===== src/rtl/sr_cmd_pkg.sv =====
// Shared debounce FSM state encodings and the counter-width helper.
// Latency/backpressure: none, definitions only.
package sr_cmd_pkg;

    localparam logic [1:0] S_LOW    = 2'd0;
    localparam logic [1:0] S_CHK_HI = 2'd1;
    localparam logic [1:0] S_HIGH   = 2'd2;
    localparam logic [1:0] S_CHK_LO = 2'd3;

    // Smallest width w with 2**w >= value, never less than 1.
    function automatic int cnt_width(input int value);
        int w;
        w = 1;
        for (int i = 1; i < 31; i++) begin
            if ((1 << i) < value) begin
                w = i + 1;
            end
        end
        return w;
    endfunction

endpackage


===== src/rtl/sr_cmd_debounce_chan.sv =====
// One button channel: synchroniser, debounce FSM and press strobe.
// Press is registered, SYNC_STAGES+DEBOUNCE_CYCLES edges after first sample; no backpressure.
module debounce_chan
    import sr_cmd_pkg::*;
#(
    parameter int DEBOUNCE_CYCLES = 16,
    parameter int SYNC_STAGES     = 2
) (
    input  logic clk,
    input  logic rst,
    input  logic raw,
    output logic stable,
    output logic press
);

    localparam int CW = cnt_width(DEBOUNCE_CYCLES + 1);
    localparam logic [CW-1:0] CNT_LAST  = CW'(DEBOUNCE_CYCLES - 1);
    // With a one-cycle window the counter must never leave zero.
    localparam logic [CW-1:0] CNT_ENTRY = (DEBOUNCE_CYCLES > 1) ? CW'(1) : '0;

    logic [SYNC_STAGES-1:0] sync_q;
    logic                   sync_in;
    logic [1:0]             state_q, state_d;
    logic [CW-1:0]          cnt_q, cnt_d;
    logic                   press_d;

    assign sync_in = sync_q[SYNC_STAGES-1];
    assign stable  = (state_q == S_HIGH) || (state_q == S_CHK_LO);

    always_comb begin
        state_d = state_q;
        cnt_d   = cnt_q;
        press_d = 1'b0;
        case (state_q)
            S_LOW: begin
                if (sync_in) begin
                    state_d = S_CHK_HI;
                    cnt_d   = CNT_ENTRY;
                end else begin
                    cnt_d = '0;
                end
            end
            S_CHK_HI: begin
                if (!sync_in) begin
                    state_d = S_LOW;
                    cnt_d   = '0;
                end else if (cnt_q == CNT_LAST) begin
                    state_d = S_HIGH;
                    cnt_d   = '0;
                    press_d = 1'b1;
                end else begin
                    cnt_d = cnt_q + 1'b1;
                end
            end
            S_HIGH: begin
                if (!sync_in) begin
                    state_d = S_CHK_LO;
                    cnt_d   = CNT_ENTRY;
                end else begin
                    cnt_d = '0;
                end
            end
            default: begin
                if (sync_in) begin
                    state_d = S_HIGH;
                    cnt_d   = '0;
                end else if (cnt_q == CNT_LAST) begin
                    state_d = S_LOW;
                    cnt_d   = '0;
                end else begin
                    cnt_d = cnt_q + 1'b1;
                end
            end
        endcase
    end

    always_ff @(posedge clk or posedge rst) begin
        if (rst) begin
            sync_q  <= '0;
            state_q <= S_LOW;
            cnt_q   <= '0;
            press   <= 1'b0;
        end else begin
            sync_q  <= {sync_q[SYNC_STAGES-2:0], raw};
            state_q <= state_d;
            cnt_q   <= cnt_d;
            press   <= press_d;
        end
    end

endmodule


===== src/rtl/sr_cmd_debounce.sv =====
// Debounced set/reset command pulses for the SR stage; set wins a same-cycle tie.
// Outputs one cycle after the channel press strobes; no backpressure.
module sr_cmd_debounce
    import sr_cmd_pkg::*;
#(
    parameter int DEBOUNCE_CYCLES = 16,
    parameter int SYNC_STAGES     = 2
) (
    input  logic clk,
    input  logic rst,
    input  logic btn_set_raw,
    input  logic btn_rst_raw,
    output logic s,
    output logic r,
    output logic conflict
);

    logic set_press, rst_press;
    logic set_level_unused, rst_level_unused;

    debounce_chan #(
        .DEBOUNCE_CYCLES(DEBOUNCE_CYCLES),
        .SYNC_STAGES    (SYNC_STAGES)
    ) u_set_chan (
        .clk   (clk),
        .rst   (rst),
        .raw   (btn_set_raw),
        .stable(set_level_unused),
        .press (set_press)
    );

    debounce_chan #(
        .DEBOUNCE_CYCLES(DEBOUNCE_CYCLES),
        .SYNC_STAGES    (SYNC_STAGES)
    ) u_rst_chan (
        .clk   (clk),
        .rst   (rst),
        .raw   (btn_rst_raw),
        .stable(rst_level_unused),
        .press (rst_press)
    );

    // A reset press colliding with a set press is dropped, never queued.
    always_ff @(posedge clk or posedge rst) begin
        if (rst) begin
            s        <= 1'b0;
            r        <= 1'b0;
            conflict <= 1'b0;
        end else begin
            s        <= set_press;
            r        <= rst_press & ~set_press;
            conflict <= set_press & rst_press;
        end
    end

endmodule


===== config.mk =====
export PLATFORM = sky130hd
export DESIGN_NAME = sr_cmd_debounce
export DESIGN_NICKNAME = d
export VERILOG_FILES = /design/src/rtl/sr_cmd_pkg.sv /design/src/rtl/sr_cmd_debounce_chan.sv /design/src/rtl/sr_cmd_debounce.sv
export SDC_FILE = /design/constraint.sdc
export NUM_CORES = 1
export LEC_CHECK = 0
export ABC_AREA = 1
export BUFFER_PORTS_ARGS = -buffer_cell sky130_fd_sc_hd__buf_2
export CAP_MARGIN = 5
export CORE_UTILIZATION = 35
export DETAILED_ROUTE_END_ITERATION = 10
export MAX_ROUTING_LAYER = met4
export SYNTH_ARGS = -nofsm -noshare
export SYNTH_HDL_FRONTEND = slang
export SYNTH_SLANG_ARGS = --single-unit

===== constraint.sdc =====
create_clock -name clk -period 1.6 [get_ports clk]
set_input_delay 0.24 -clock clk [delete_from_list [all_inputs] [get_ports clk]]
set_output_delay 0.24 -clock clk [all_outputs]
set_load 0.03 [all_outputs]

==> results.cfg, run 1 <==
[status]
outcome = finished clean

[setup_path]
r2r_cells = 8
r2r_end = u_rst_chan.state_q[0]$_DFFE_PP0P_
cp_top_family = flip-flops
cp_num_buf_inv = 1
startpoint_type = flop
crit_path_top_delay_cell = dfrtp_1
crit_fanout = 6
required_ps = 1800
crit_path_end_kind = flop
path_cells = inv_1 > ha_1 > nand2_1 > o21ai_1 > a21oi_4 > nand2_2 > nand2_1 > o21ai_2
worstPathArrival_ps = 1580
worst-path-stages = 8
rr_startpoint = u_rst_chan.state_q[0]$_DFFE_PP0P_
path_class = reg2reg
r2r_setup_slack_ps = 220
slowest_delay_ps = 450
cp_common_cell = nand2_1

[timing]
worstMarginPinSlew_ps = 281.5
hold_viol_final = 0
report.final.slew_viol_count = 0
slew_headroom_pct = 81.23
tns_ps = 0
finalSetupViolations = 0
fmax_ghz = 0.7244
fin_crit_sh_pct = 86.27
hold_ws_ps = 35.47
fin_crit_ps = 1380
rsz0062_at_grt = false
fin_skew_ps = 4.231

[layout]
seq_area_um2 = 575.6
final_layout_size_suffix_gt1_share_pct = 14.81
antenna_cells = 0
final_util_pct = 41.63
num-fill-cells = 304
multiInputGateArea_um2 = 489.2
areaGrowthSynthToFinish_pct = 11.18
final_area_um2 = 1281
final_nets = 150

[clock_tree]
cts_buffer_depth = 2
clk_transition_reported_paths_ps = 120
cts_tree = done
cts_root_buffer = clkbuf_4
cts_resized = 0
numCtsBuffers = 3
postCtsHoldBufs = 1
postCtsSetupBuffers = 0
clk_latency_ps = 300
cts.sinks = 23
htree_levels = 1

[synthesis]
synthTopCellsByArea = dfrtp_1 50%, ha_1 11%, nand2_1 8.1%
synth_top_area_share_pct = 49.95
synth_async_sr_flop_share_pct = 100.0
yosysUniqueCellTypes = 21
muxShareOfSynthArea_pct = 0
synth_top_family_by_area = simple AND/OR/NAND/NOR gates
synthAdderAreaFrac_pct = 10.86
syn_area_per_cell_um2 = 9.369
synth_simple_gate_area_share_pct = 21.50
ys_warn_count = 0
ys_ff_latch = 23
synth_fp_nets = 137
seq_area_frac_synth_pct = 49.95
ys.flop_type = dfrtp_1
synth-compound-area-share_pct = 7.058
synth_edf_count = 0
yosys.area.top_type = dfrtp_1
netlist_instances = 123
syn_area_um2 = 1152
synth_xor_area_share_pct = 3.040

[place]
dpl_cell_area_um2 = 1245
io_buffers = 6
place_congestion = 0.7456
post-dp-hpwl_um = 1245

[drt]
dr_wl_met3_um = 35
routed-via-count = 778
dr_wl_met2_um = 755
vias_per_cell = 4.346
wirelength_um = 1643
top_layer = met4
wl_met1_um = 827
drc_errors = 0
drt_first_iter_violations = 31
drt-pass1-iter-count = 2
drtAntennaViolNets = 0
wl_per_cell_um = 9.179

[floorplan]
dieHeight_um = 59.38
rows = 20
num_io_pins = 7
core_area_um2 = 3078
initial_core_util_pct = 37.44
die-area_um2 = 3526
die_w_um = 59.38

[global_routing]
grt_usage_pct = 11.43
overflow = 0
first_global_vias = 695
grt_max_degree = 24
grt_pass1_wl_um = 2939
antenna_found_initial = 0

[worst_hold_path]
hold_class = in2reg
holdPathEnd = u_rst_chan.sync_q[0]$_DFF_PP0_
holdPathStages = 1
hold_start = btn_rst_raw

[pwr]
power.leakage_nw = 0.6563
finalPower_mw = 1.798
vdd_ir_drop_max_mv = 0.3961
power_density_nw_per_um2 = 1403

[run]
max-cap-violations = 0
-- sequential cells by signal (all words and copies together), names as in the netlist, named ones only --
name                cells
u_rst_chan.cnt_q        5
u_set_chan.cnt_q        5
u_rst_chan.sync_q       2
u_set_chan.sync_q       2
conflict                1
r                       1
s                       1
u_rst_chan.press        1
u_rst_chan.state_q      1
u_set_chan.press        1
u_set_chan.state_q      1
-- layer usage --
layer | global-route usage [%] | vias up
met5 | - | -
met4 | 4.082 | 0
met3 | 2.620 | 2
met2 | 17.34 | 10
met1 | 14.90 | 354
li1 | - | 412
-- worst reg2reg max path, delay by kind of cell (launching register included) --
| kind | cells | cell delay [ps] |
|---|---|---|
| flip-flops | 1 | 450 |
| adder cells (fa/ha/maj) | 1 | 230 |
| buffers and inverters | 1 | 90 |
| AND/OR/NAND/NOR | 3 | 200 |
| AO/OA/AOI/OAI | 3 | 310 |
-- synth_stat cells, types with 2 or more instances --
cell / instances
nor2_1: 10
nand2_2: 2
o21ai_0: 2
dfrtp_1: 23
o21ai_1: 2
xnor2_1: 2
inv_1: 21
o21ai_2: 3
ha_1: 10
xor2_1: 2
nand2_1: 25
nand3_1: 9
nand4_1: 4
-- power by group --
| group | total [mW] | internal [mW] | leakage, nW | switching, mW |
|---|---|---|---|---|
| registers | 0.796 | 0.691 | 0.299 | 0.104 |
| clock network | 0.255 | 0.0970 | 0.0150 | 0.158 |
| logic | 0.746 | 0.295 | 0.342 | 0.451 |
| total | 1.80 | 1.08 | 0.656 | 0.714 |
-- final cells by class --
class                   count  area share (%)
flip-flops and latches     23           44.92
multi-input cells          77           38.18
inverters                  23           6.836
well taps                  44           4.297
repair buffers              8           3.711
clock buffers               4           2.051
-- worst max-delay path by stage --
stage	from	end
after CTS	u_rst_chan.state_q[0]$_DFFE_PP0P_	u_rst_chan.state_q[0]$_DFFE_PP0P_
after floorplan	u_rst_chan.state_q[0]$_DFFE_PP0P_	u_rst_chan.state_q[0]$_DFFE_PP0P_
final	u_rst_chan.state_q[0]$_DFFE_PP0P_	u_rst_chan.state_q[0]$_DFFE_PP0P_
after global placement	u_rst_chan.state_q[0]$_DFFE_PP0P_	u_rst_chan.state_q[0]$_DFFE_PP0P_
after global routing	u_rst_chan.state_q[0]$_DFFE_PP0P_	u_rst_chan.state_q[0]$_DFFE_PP0P_
after detailed placement	u_rst_chan.state_q[0]$_DFFE_PP0P_	u_rst_chan.state_q[0]$_DFFE_PP0P_
-- metrics by stage --
stage               setup slack, ps  std cells
floorplan                     348.5        123
global placement              276.6        174
detailed placement            239.7        174
CTS                           224.2        179
global route                  90.60        179
finish                        219.6        179
-- cell usage in the layout, fill, tap and decap left out, drive strengths merged --
cell type     n
nand2        27
dfrtp        23
inv          22
nor2         10
ha           10
nand3         9
buf           7
o21ai         7
nand4         5
clkbuf        4
xnor2         2
xor2          2
a21oi         2
clkinv        1
a31oi         1
nor3b         1
a21boi        1
dlygate4sd3   1
-- cells by family after synthesis --
family                     Yosys count
AOI/OAI and AO/OA                   11
buffers and inverters               23
xor gates and xnor gates             4
DFF                                 23
adders and majority gates           10
and+or+nand+nor                     52
Note: power is estimated with default switching activity, not from simulation.
==> inputs of run 2 (changes only) <==
- CORE_ASPECT_RATIO: default -> 1.2
- TNS_END_PERCENT: default -> 10
==> run 2 against run 1 <==
Sequential share of layout area up 0.31 points. Die area hardly changed. Register-to-register slack is essentially flat. Critical path depth is the same. Non-clock buffer count stayed put. Final cell count is 4.5% lower. Power up 1.1%. Fmax is 1.0% lower. Via count increased by 0.64%.
==> results.cfg, run 2 (synthesis results as in run 1) <==
[drt]
routed-via-count = 783
wirelength_um = 1722
drtAntennaViolNets = 0
drt-pass1-iter-count = 4
drc_errors = 0
wl_per_cell_um = 10.07
drt_first_iter_violations = 19
vias_per_cell = 4.579

[floorplan]
dieHeight_um = 64.86
core_area_um2 = 3110
initial_core_util_pct = 37.05
die_w_um = 54.38
num_io_pins = 7
rows = 22
die-area_um2 = 3527

[setup_path]
crit_path_end_kind = flop
cp_common_cell = nand2_1
crit_path_top_delay_cell = dfrtp_1
path_class = reg2reg
worstPathArrival_ps = 1590
r2r_setup_slack_ps = 210
cp_top_family = flip-flops
path_cells = inv_1 > ha_1 > nand2_1 > o21ai_1 > a21oi_4 > nand3_1 > nand2_1 > nand2_1
rr_startpoint = u_rst_chan.state_q[0]$_DFFE_PP0P_
startpoint_type = flop
r2r_cells = 8
required_ps = 1800
crit_fanout = 6
slowest_delay_ps = 450
cp_num_buf_inv = 1

[layout]
antenna_cells = 0
seq_area_um2 = 575.6
final_layout_size_suffix_gt1_share_pct = 15.56
num-fill-cells = 308
final_common_cell = nand2_1
multiInputGateArea_um2 = 489.2
areaGrowthSynthToFinish_pct = 10.42
layout_common_cells = 25 x nand2_1, 23 x dfrtp_1, 21 x inv_1
final_nets = 150
top_regs = u_rst_chan.cnt_q: 5 flops, u_set_chan.cnt_q: 5 flops

[global_routing]
grt_usage_pct = 11.26
antenna_found_initial = 0
overflow = 0
first_global_vias = 742
grt_pass1_wl_um = 2842
grt_max_degree = 24

[place]
io_buffers = 6
post-dp-hpwl_um = 1357
dpl_worst_slack_ps = 218.1
place_congestion = 0.7237

[clock_tree]
postCtsSetupBuffers = 0
htree_levels = 1
clk_transition_reported_paths_ps = 110
postCtsHoldBufs = 1
clk_latency_ps = 310
cts_buffer_depth = 2
cts_root_buffer = clkbuf_4
cts.sinks = 23
cts_tree = done
numCtsBuffers = 3
cts_resized = 0

[timing]
hold_viol_final = 0
finalSetupViolations = 0
report.final.slew_viol_count = 0
tns_ps = 0
fin_skew_ps = 11.56
hold_ws_ps = 39.89
fmax_ghz = 0.7171
slew_headroom_pct = 81.33
rsz0062_at_grt = false
worstMarginPinSlew_ps = 280.0
setup_slack_ps = 205.5
fin_crit_ps = 1395
fin_crit_sh_pct = 87.16

[worst_hold_path]
hold_start = btn_rst_raw
holdPathEnd = u_rst_chan.sync_q[0]$_DFF_PP0_
hold_class = in2reg
holdPathStages = 1

[pwr]
finalPower_mw = 1.818
vdd_ir_drop_max_mv = 1.026
power.leakage_nw = 0.6591
power_density_nw_per_um2 = 1429

[run]
max-cap-violations = 0

[status]
outcome = finished clean
[run 2: worst max path at each step]
stage	start	end	slack (ps)	cells after the start
after floorplan	u_rst_chan.state_q[0]$_DFFE_PP0P_	u_rst_chan.state_q[0]$_DFFE_PP0P_	350	8
after global placement	u_rst_chan.state_q[0]$_DFFE_PP0P_	u_rst_chan.state_q[0]$_DFFE_PP0P_	270	8
after detailed placement	u_rst_chan.state_q[0]$_DFFE_PP0P_	flop	220	8
after CTS	u_rst_chan.state_q[0]$_DFFE_PP0P_	flop	200	8
after global routing	u_rst_chan.state_q[0]$_DFFE_PP0P_	flop	90	8
final	u_rst_chan.state_q[0]$_DFFE_PP0P_	flop	210	8
[run 2: final cells by class]
cell class,count,area share [%]
Sequential cell,23,45.23
Multi-Input combinational cell,77,38.45
Inverter,23,6.883
Timing Repair Buffer,8,3.736
Tap cell,36,3.540
Clock buffer,3,1.770
Clock inverter,1,0.3933
[run 2: worst reg2reg max path: stages (launching register included)]
cell and delay (ps):
dfrtp_1 450, inv_1 90, ha_1 230, nand2_1 60
o21ai_1 100, a21oi_4 160, nand3_1 90, nand2_1 60
nand2_1 50
[run 2: per-stage QoR]
step                      cell area [um2]  instances  util (%)
after global routing                 1272        171     40.91
after CTS                            1272        171     40.91
final                                1272        171     40.91
after global placement               1235        166     39.70
after detailed placement             1235        166     39.70
after floorplan                      1152        123         -
[run 2: metal layers]
layer  GRT usage (%)  up-vias  share of wire, %
met5               -        -                 0
met1           10.81      368                46
met4           4.808        0              0.81
li1                -      408                 -
met3           2.817        2               1.9
met2           20.27        5                52
[run 2: report_power, final]
group / internal [mW] / switching (mW)
Combinational: 0.297 / 0.461
Sequential: 0.691 / 0.110
Clock: 0.0932 / 0.166
Total: 1.08 / 0.737
==> inputs of run 3 (changes only) <==
- CORE_UTILIZATION: 35 -> 50
- PLACE_DENSITY: default -> 0.68
==> run 3 against run 2 <==
First-iteration DRC count fell by 53%. Final cell count decreased by 3.5%. Fmax rose by 1.3%. Largest cell class unchanged. Largest power group unchanged. Highest routed layer unchanged.
==> results.cfg, run 3 (synthesis results as in run 1) <==
[status]
outcome = finished clean

[timing]
fin_crit_sh_pct = 86.02
hold_viol_final = 0
fin_skew_ps = 5.146
worstMarginPinSlew_ps = 279.8
report.final.slew_viol_count = 0
tns_ps = 0
finalSetupViolations = 0
fin_crit_ps = 1376
fmax_ghz = 0.7266
rsz0062_at_grt = false
hold_ws_ps = 33.14
slew_headroom_pct = 81.34

[floorplan]
num_io_pins = 7
dieHeight_um = 54.59
die-area_um2 = 2502
initial_core_util_pct = 54.43
die_w_um = 45.83
rows = 18
core_area_um2 = 2117

[layout]
antenna_cells = 0
final_nets = 150
areaGrowthSynthToFinish_pct = 9.772
top_regs = u_rst_chan.cnt_q: 5 flops, u_set_chan.cnt_q: 5 flops
final_common_cell = nand2_1
final_layout_size_suffix_gt1_share_pct = 15.56
num-fill-cells = 207
layout_common_cells = 25 x nand2_1, 23 x dfrtp_1, 21 x inv_1

[setup_path]
cp_top_family = flip-flops
worst-path-stages = 8
path_class = reg2reg
startpoint_type = flop
cp_common_cell = inv_1
crit_path_top_delay_cell = dfrtp_1
crit_fanout = 6
worstPathArrival_ps = 1580
r2r_end = u_rst_chan.state_q[0]$_DFFE_PP0P_
crit_path_end_kind = flop
slowest_delay_ps = 460
cp_num_buf_inv = 2
required_ps = 1810
path_cells = inv_1 > ha_1 > inv_1 > o21ai_1 > a21oi_4 > nand2_2 > nand2_1 > o21ai_2
rr_startpoint = u_rst_chan.state_q[0]$_DFFE_PP0P_
r2r_setup_slack_ps = 220
r2r_cells = 8

[worst_hold_path]
holdPathStages = 1
hold_start = btn_set_raw
holdPathEnd = u_set_chan.sync_q[0]$_DFF_PP0_
hold_class = in2reg

[pwr]
vdd_ir_drop_max_mv = 0.7516
power_density_nw_per_um2 = 1439
power.leakage_nw = 0.6591

[global_routing]
antenna_found_initial = 0
grt_pass1_wl_um = 3084
grt_max_degree = 24
overflow = 0
first_global_vias = 784
grt_usage_pct = 17.76

[drt]
drtAntennaViolNets = 0
vias_per_cell = 4.788
routed-via-count = 790
wirelength_um = 1666
drt_first_iter_violations = 9
drc_errors = 0
wl_per_cell_um = 10.10
drt-pass1-iter-count = 4

[clock_tree]
cts_buffer_depth = 2
htree_levels = 1
numCtsBuffers = 3
cts.sinks = 23
clk_latency_ps = 310
cts_root_buffer = clkbuf_4
postCtsSetupBuffers = 0
clk_transition_reported_paths_ps = 120
cts_tree = done

[place]
io_buffers = 6
post-dp-hpwl_um = 1261
place_congestion = 0.7971

[run]
max-cap-violations = 0
run 3: cell counts in the layout (fill, tap and decap cells not counted):
No cell type changed its count.
run 3: where the power goes:
part           internal, mW  total, mW  switching (mW)  leakage [nW]
clock network        0.0932      0.265           0.172        0.0177
logic                 0.296      0.750           0.453         0.342
registers             0.691      0.806           0.114         0.299
total                  1.08       1.82           0.739         0.659
run 3: what timing repair did:
| action | CTS | global route |
|---|---|---|
| gates resized for setup | 0 | 0 |
| hold buffers | 1 | 0 |
| hold endpoints to repair | 23 | 0 |
run 3: layout make-up:
type | count | area, um2 | share of cell area [%]
flip-flops and latches | 23 | 575.6 | 45.50
multi-input cells | 77 | 489.2 | 38.67
inverters | 23 | 87.58 | 6.924
repair buffers | 8 | 47.55 | 3.759
clock inverters | 1 | 5.005 | 0.3956
clock buffers | 3 | 22.52 | 1.780
well taps | 30 | 37.54 | 2.967
run 3: worst max-delay path by stage:
stage                                      startpoint                           endpoint  slack (ps)
floorplan           u_rst_chan.state_q[0]$_DFFE_PP0P_  u_rst_chan.state_q[0]$_DFFE_PP0P_         350
global placement    u_rst_chan.state_q[0]$_DFFE_PP0P_  u_rst_chan.state_q[0]$_DFFE_PP0P_         280
detailed placement  u_rst_chan.state_q[0]$_DFFE_PP0P_                               flop         230
CTS                 u_rst_chan.state_q[0]$_DFFE_PP0P_  u_rst_chan.state_q[0]$_DFFE_PP0P_         220
global route        u_rst_chan.state_q[0]$_DFFE_PP0P_  u_rst_chan.state_q[0]$_DFFE_PP0P_          70
finish              u_rst_chan.state_q[0]$_DFFE_PP0P_  u_rst_chan.state_q[0]$_DFFE_PP0P_         220
run 3: metal layers:
metal | vias to the layer above | GRT usage [%] | routed length [um]
met1 | 361 | 20.84 | 765
met2 | 11 | 30.00 | 853
met5 | - | - | 0
met4 | 0 | 7.353 | 12
li1 | 416 | - | -
met3 | 2 | 2.970 | 34
run 3: metrics by stage:
step / area [um2] / worst slack (ps) / power, mW / utilization [%] / std cells
finish: 1265 / 223.7 / 1.820 / 59.75 / 165
detailed placement: 1227 / 227.7 / 1.572 / 57.98 / 160
CTS: 1265 / 222.9 / 1.847 / 59.75 / 165
global placement: 1227 / 281.8 / 1.533 / 57.98 / 160
global route: 1265 / 72.45 / 2.022 / 59.75 / 165
floorplan: 1152 / 348.5 / 1.425 / - / 123
